<file path="src/rtl/cc_fill_line_assembler.sv">
// ----------------------------------------------------------------------------
// cc_fill_line_assembler
//
// Receiving end of the memory R channel on a cache miss. Takes one miss fill
// request at a time, collects the BEATS beats of a wrap burst (critical word
// first) into a single line register, then presents the line with its latched
// index/tag to the data/tag SRAM fill path.
//
// Ports
//   clk, rst              clock, synchronous active-high reset
//   fill_req_valid_i      miss fill request valid
//   fill_req_ready_o      request accepted (high only while idle)
//   fill_req_index_i      set index of the miss
//   fill_req_tag_i        tag of the miss
//   fill_req_ofs_i        word offset of the critical (first) beat
//   mem_rdata_i           R beat data
//   mem_rlast_i           R last-beat marker
//   mem_rvalid_i          R beat valid
//   mem_rready_o          R ready (high only while collecting)
//   line_valid_o          assembled line valid
//   line_ready_i          fill path accepts the line
//   line_data_o           line; word w at [w*DATA_WIDTH +: DATA_WIDTH]
//   line_index_o          latched index
//   line_tag_o            latched tag
//   proto_err_o           one-cycle pulse: rlast seen on the wrong beat
// ----------------------------------------------------------------------------
module cc_fill_line_assembler #(
    parameter int unsigned DATA_WIDTH  = 64,
    parameter int unsigned BEATS       = 8,   // power of two, at least 2
    parameter int unsigned INDEX_WIDTH = 9,
    parameter int unsigned TAG_WIDTH   = 17,
    localparam int unsigned LINE_W     = DATA_WIDTH * BEATS,
    localparam int unsigned OFS_W      = $clog2(BEATS)
) (
    input  logic                   clk,
    input  logic                   rst,

    input  logic                   fill_req_valid_i,
    output logic                   fill_req_ready_o,
    input  logic [INDEX_WIDTH-1:0] fill_req_index_i,
    input  logic [TAG_WIDTH-1:0]   fill_req_tag_i,
    input  logic [OFS_W-1:0]       fill_req_ofs_i,

    input  logic [DATA_WIDTH-1:0]  mem_rdata_i,
    input  logic                   mem_rlast_i,
    input  logic                   mem_rvalid_i,
    output logic                   mem_rready_o,

    output logic                   line_valid_o,
    input  logic                   line_ready_i,
    output logic [LINE_W-1:0]      line_data_o,
    output logic [INDEX_WIDTH-1:0] line_index_o,
    output logic [TAG_WIDTH-1:0]   line_tag_o,

    output logic                   proto_err_o
);

    typedef enum logic [1:0] {
        StIdle,
        StCollect,
        StWrite
    } state_e;

    localparam logic [OFS_W-1:0] LastCnt = OFS_W'(BEATS - 1);

    state_e                 state_q, state_d;
    logic [OFS_W-1:0]       ptr_q, ptr_d;
    logic [OFS_W-1:0]       cnt_q, cnt_d;
    logic [LINE_W-1:0]      line_q, line_d;
    logic [INDEX_WIDTH-1:0] index_q, index_d;
    logic [TAG_WIDTH-1:0]   tag_q, tag_d;
    logic                   err_q, err_d;

    // ------------------------------------------------------------------------
    // Next-state logic
    // ------------------------------------------------------------------------
    always_comb begin
        state_d = state_q;
        ptr_d   = ptr_q;
        cnt_d   = cnt_q;
        line_d  = line_q;
        index_d = index_q;
        tag_d   = tag_q;
        err_d   = 1'b0;

        unique case (state_q)
            StIdle: begin
                if (fill_req_valid_i) begin
                    index_d = fill_req_index_i;
                    tag_d   = fill_req_tag_i;
                    ptr_d   = fill_req_ofs_i;
                    cnt_d   = '0;
                    state_d = StCollect;
                end
            end

            StCollect: begin
                if (mem_rvalid_i) begin
                    for (int w = 0; w < int'(BEATS); w++) begin
                        if (ptr_q == OFS_W'(w)) begin
                            line_d[w*DATA_WIDTH +: DATA_WIDTH] = mem_rdata_i;
                        end
                    end
                    // Wrap burst: pointer rolls over naturally at BEATS.
                    ptr_d = ptr_q + OFS_W'(1);
                    cnt_d = cnt_q + OFS_W'(1);
                    // The burst length is fixed; rlast is only checked, never
                    // used to terminate collection.
                    if (cnt_q == LastCnt) begin
                        state_d = StWrite;
                        err_d   = ~mem_rlast_i;
                    end else begin
                        err_d   = mem_rlast_i;
                    end
                end
            end

            StWrite: begin
                if (line_ready_i) begin
                    state_d = StIdle;
                end
            end

            default: state_d = StIdle;
        endcase
    end

    // ------------------------------------------------------------------------
    // State registers
    // ------------------------------------------------------------------------
    always_ff @(posedge clk) begin
        if (rst) begin
            state_q <= StIdle;
            ptr_q   <= '0;
            cnt_q   <= '0;
            line_q  <= '0;
            index_q <= '0;
            tag_q   <= '0;
            err_q   <= 1'b0;
        end else begin
            state_q <= state_d;
            ptr_q   <= ptr_d;
            cnt_q   <= cnt_d;
            line_q  <= line_d;
            index_q <= index_d;
            tag_q   <= tag_d;
            err_q   <= err_d;
        end
    end

    // ------------------------------------------------------------------------
    // Outputs: handshakes decoded from state, everything else registered
    // ------------------------------------------------------------------------
    assign fill_req_ready_o = (state_q == StIdle);
    assign mem_rready_o     = (state_q == StCollect);
    assign line_valid_o     = (state_q == StWrite);
    assign line_data_o      = line_q;
    assign line_index_o     = index_q;
    assign line_tag_o       = tag_q;
    assign proto_err_o      = err_q;

endmodule

</file>
<file path="config.mk">
export PLATFORM = sky130hd
export DESIGN_NAME = cc_fill_line_assembler
export DESIGN_NICKNAME = d
export VERILOG_FILES = /design/src/rtl/cc_fill_line_assembler.sv
export SDC_FILE = /design/constraint.sdc
export NUM_CORES = 1
export LEC_CHECK = 0
export ABC_AREA = 1
export CAP_MARGIN = 0
export CORE_AREA = 10 10 241 243
export CTS_BUF_LIST = sky130_fd_sc_hd__clkbuf_8
export CTS_CLUSTER_DIAMETER = 40
export DETAILED_ROUTE_END_ITERATION = 6
export DIE_AREA = 0 0 251 253
export PLACE_DENSITY = 0.69
export REMOVE_ABC_BUFFERS = 1
export SLEW_MARGIN = 20
export SYNTH_ARGS = -nofsm -noshare
export SYNTH_HDL_FRONTEND = slang
export SYNTH_SLANG_ARGS = --single-unit
</file>
<file path="constraint.sdc">
create_clock -name clk -period 2.9 [get_ports clk]
set_input_delay 0.58 -clock clk [delete_from_list [all_inputs] [get_ports clk]]
set_output_delay 0.58 -clock clk [all_outputs]
set_load 0.03 [all_outputs]
</file>
[Yosys cells after proc, flatten, opt, wreduce, memory -nomap -nowiden]
Cells that the tools add are included.
W data, S select, Z words.
Storage, ports and cells
  output and inout port bits: 542
  register bits: 547
  bits of input ports: 99
Operators by class
  muxes and demuxes: 12
  eq/ne operators: 14
  reduce and logical (&&, ||, !) cells: 15
  $add $sub $neg: 2
  bitwise logic cells: 3
Operators with widths (count)
  $reduce_and A3 Y1: 9
  $eq A3 B3 Y1 const B: 5
  $mux W3: 4
  $pmux W3 S2: 2
  $mux W2: 4
  $add A3 B1 Y3 const B: 2
  $eq A3 B2 Y1 const B: 2
  $pmux W2 S3: 1
  $ne A2 B1 Y1 const B: 2
  $ne A2 B2 Y1 const B: 2
  $reduce_and A4 Y1: 1
  $eq A3 B1 Y1 const B: 1
  $logic_not A3 Y1: 1
  $not A1 Y1: 3
  $reduce_or A3 Y1: 1
  $eq A2 B1 Y1 const B: 1
  $eq A2 B2 Y1 const B: 1
  $logic_not A2 Y1: 1
  $reduce_and A2 Y1: 1
  $reduce_bool A2 Y1: 1
  $mux W1: 1

[Depth between registers and ports, before layout]
  depth in word-level cells: 4
  gate-level depth with buffers: 9
  mapped depth without buffers: 7

[Worst setup path after synthesis]
No wires, ideal clock.
  path type: register -> register
  start: reg state_q[1]
  end: reg index_q[4] (netlist: line_index_o[4])
  data required time: 2835 ps
  stages on the path, launching flop included: 7
  setup slack: 1303 ps
  buffers on the path: 1
  arrival: 1533 ps
  clock period less this slack: 1597 ps
  path through: dfxtp_1 -> nor2_1 -> nand2_1 -> clkinv_1 -> buf_2 -> nor2_1 -> nor2_1
On the way
  word-level cells in the longest chain between the ends: 2
Ends and longest elaborated chain
  start: declaration: RTL line 66  | state_e state_q, state_d;
  start signal: assignment: RTL line 133  | state_q <= StIdle;
  start signal: assignment: RTL line 141  | state_q <= state_d;
  $logic_not A2 Y1
  net fill_req_ready_o: RTL line 39  | output logic fill_req_ready_o,
  $reduce_and A2 Y1 (no source line)
  end signal: assignment: RTL line 145  | index_q <= index_d;
  end: declaration: RTL line 70  | logic [INDEX_WIDTH-1:0] index_q, index_d;
The timed path passes the listed nets, and every way through them passes these cells.
A chain may end at the register's enable or synchronous reset.

[Final worst setup path]
  start: reg state_q[1]
  end: out line_valid_o
On the way
  word-level cells in the longest chain between the ends: 1
Ends and longest elaborated chain
  $eq A2 B2 Y1: RTL line 156  | assign line_valid_o = (state_q == StWrite);
  end: declaration: RTL line 49  | output logic line_valid_o,
No other way between the ends.

==> qor.yml <==
sta:
  hold_viol_final: 0
  finClkSkew_ns: 0.0343
  final-max-slew-violation-count: 0
  timing.slew.headroom_pct: 67.5
  finalCritPeriodShare_pct: 88.8
  setup_repair_after_global_routing_missed_its_margin: "no"
  finalSetupViolations: 0
  max_freq_mhz: 388
  timing.final.crit_period_ns: 2.58
  max_slew.worst_pin.slew_ns: 0.487
layout:
  layout.cells.non_filler: 4493
  multiInputGateArea_um2: 8450
  n_fill_cell: 5012
  drive_above_1_share_pct: 5.16
  regArea_um2: 11000
  most_frequent_standard_cell_in_the_layout_excluding_fill_and_tap_cells: "nor2_1"
  stdcell_area_um2: 30100
  area_growth_syn_to_layout_pct: 42.8
  layout.cells.most_common_list: "1,087 x nor2_1, 1,046 x nand2_1, 639 x clkdlybuf4s50_1"
  nNetsFinal: 3832
critical_path:
  crit_arrival_ns: 2.00
  cp_data_required_time_ns: 2.32
  setup.worst_path.end_class: "output pin"
  timing.critical_path.to: "line_valid_o"
  start_kind: "flip-flop"
  setup.worst_path.start: "state_q[1]"
  crit-reg2reg-launch: "state_q[0]"
  worst-path-max-fanout: 4
  worst-r2r-setup-slack_ns: 1.06
  endpoint_of_the_most_critical_register_to_register_path: "line_data_o[366]"
  rr_worst_depth: 6
  setup.worst_path.class: "reg2out"
drt:
  detail_route.drc_violations: 0
  detail_route.wirelength_mm: 71.7
  drtIter0Drc: 1076
  routed_wire_length_per_instance_um: 16.0
  vias: 19800
  post_drt_via_cell_ratio: 4.40
  drt_first_pass_iters: 5
  antenna_violating_nets_post_route: 0
pwr:
  vdd.ir_drop.worst_v: 0.000507
  swShare_pct: 26.3
  power.density_nw_per_um2: 567
  fin_total_pwr_mw: 17.1
  p_int_mw: 12.6
  leakagePower_nw: 13.2
  power_frac_comb_pct: 11.2
  p_seq_share_pct: 45.9
  switching_power_mw: 4.49
  power.share.clock_pct: 42.9
global_route:
  first_global_vias: 18200
  grt_util_all_layers_pct: 21.4
  grt_antenna_before_repair: 2
  grt_first_pass_wirelength_mm: 108
  grt_start_max_net_pins: 102
  grt_remaining_overflow: 0
status:
  run_status: "complete, no violations"
placed_design:
  numPortBuffers: 640
  hpwlAfterDp_mm: 52.3
  gp_congestion: 0.825
  dpl.cell_count: 4322
  place_area_um2: 28100
clock_network:
  cts.reportedPaths.clkPinSlew_ns: 0.06
  number_of_buffers_inserted_for_hold_repair_after_clock_tree_synthesis: 0
  number_of_cts_inserted_buffers: 97
  clkSinkCount: 547
  clk-insertion-delay-late_ns: 0.67
  clock_tree.htree_level_count: 3
  cts_tree: "done"
  clk_path_buf_depth: 3
  ctsRootBufferMaster: "clkbuf_8"
  post-cts-setup-buffers: 0
floorplanning:
  chipWidth_um: 251
  effective_utilization_at_floorplan_pct: 39.6
  core_um2: 53300
  design.portCount: 641
  row_count: 85
  die_area_um2: 63500
  die_height_um: 253
worst_hold_path:
  holdCritPathClass: "reg2reg"
  whs_path_depth: 2
yosys:
  synth.top_cell.area_share_pct: 51.9
  synth_largest_area_cell: "dfxtp_1"
  synth_enable_flop_cells: 0
  yosys.cell_types.count: 22
  ys_warn_count: 0
  synth_top_cells_by_area: "dfxtp_1 52%, nor2_1 19%, nand2_1 19%"
  flops_latches_synth: 547
  share_of_synthesized_area_occupied_by_flip_flops_and_latches_pct: 51.9
  yosys_most_used_dff: "dfxtp_1"
  netlist_area_um2: 21100
  syn_area_per_cell_um2: 6.76
  synthesis.instances: 3120
  async_set_reset_flop_share_out_of_synthesis_pct: 0
job:
  cap_viol_max_count: 0
==> worst max-delay path, cell delays in order (launching register included) <==
cell and delay, ns:
dfxtp_1 0.43, inv_2 0.09, nor2_1 0.09, clkdlybuf4s50_1 0.71
==> logic make-up after synthesis <==
kind of cell,count (synthesis),share of synthesized area [%]
simple gates,2152,38.6
flops,547,51.9
buf+inv,380,8.24
compound gates,33,0.795
fa+ha+maj,8,0.475
==> per-layer routing <==
metal / track usage (%) / wire, µm / vias to the layer above
met5: 0 / 0 / -
met4: 9.19 / 2450 / 0
met3: 8.43 / 6550 / 111
met2: 36.0 / 34600 / 555
met1: 23.7 / 28200 / 8731
li1: - / - / 10400
==> synthesized netlist by cell type (3+ instances only) <==
| master | instances |
|---|---|
| inv_1 | 199 |
| nor2_1 | 1091 |
| dfxtp_1 | 547 |
| nand2_1 | 1046 |
| buf_1 | 25 |
| o21ai_0 | 28 |
| buf_6 | 27 |
| buf_2 | 80 |
| nand3_1 | 7 |
| a21oi_1 | 4 |
| clkbuf_1 | 44 |
| nor2_4 | 3 |
| ha_1 | 8 |
==> cell type report <==
type	count	share of cell area, %
diodes	2	0.0166
clock inverters	50	1.20
well taps	696	2.89
clock buffers	119	5.44
inverters	202	2.54
repair buffers	684	23.5
multi-input cells	2193	28.1
flip-flops and latches	547	36.4
==> worst min path at each step <==
| stage | startpoint | endpoint | slack, ns |
|---|---|---|---|
| 2_1_floorplan | cnt_q[1] | cnt_q[1] | 0.46 |
| 3_3_place_gp | line_data_o[188] | line_data_o[188] | 0.46 |
| 3_5_place_dp | line_data_o[3] | line_data_o[3] | 0.47 |
| 4_1_cts | fill_req_tag_i[1] | line_tag_o[1] | 0.45 |
| 5_1_grt | fill_req_tag_i[2] | line_tag_o[2] | 0.50 |
| 6_report | line_data_o[45] | line_data_o[45] | 0.48 |
==> per-stage QoR <==
step,setup TNS (ns),worst slack (ns),util [%],hold slack [ns]
2_1_floorplan,-2991.60,-6.06,-,0.458
3_3_place_gp,0,0.521,52.7,0.460
3_5_place_dp,0,0.485,52.7,0.469
4_1_cts,0,0.0298,56.5,0.447
5_1_grt,0,0.210,56.5,0.495
6_report,0,0.323,56.5,0.476
==> power by group through the flow <==
| stage | Sequential [mW] | Clock (mW) | Combinational [mW] |
|---|---|---|---|
| final | 7.83 | 7.33 | 1.91 |
| after global routing | 7.85 | 7.88 | 2.07 |
| after CTS | 7.83 | 7.51 | 1.93 |
| after detailed placement | 7.99 | 0 | 1.92 |
| after global placement | 7.98 | 0 | 1.91 |
| after floorplan | 8.35 | 0 | 0.904 |
==> state kept, by name, summed over array words and instances, names as in the netlist <==
| signal | cells |
|---|---|
| line_data_o | 512 |
| line_tag_o | 17 |
| line_index_o | 9 |
| cnt_q | 3 |
| ptr_q | 3 |
| state_q | 2 |
| proto_err_o | 1 |
==> what timing repair did <==
item	in CTS	in global routing
hold endpoints to repair	0	0
endpoints found under the setup margin	0	1
gates resized for setup	0	1
(Power assumes the default switching activity.)
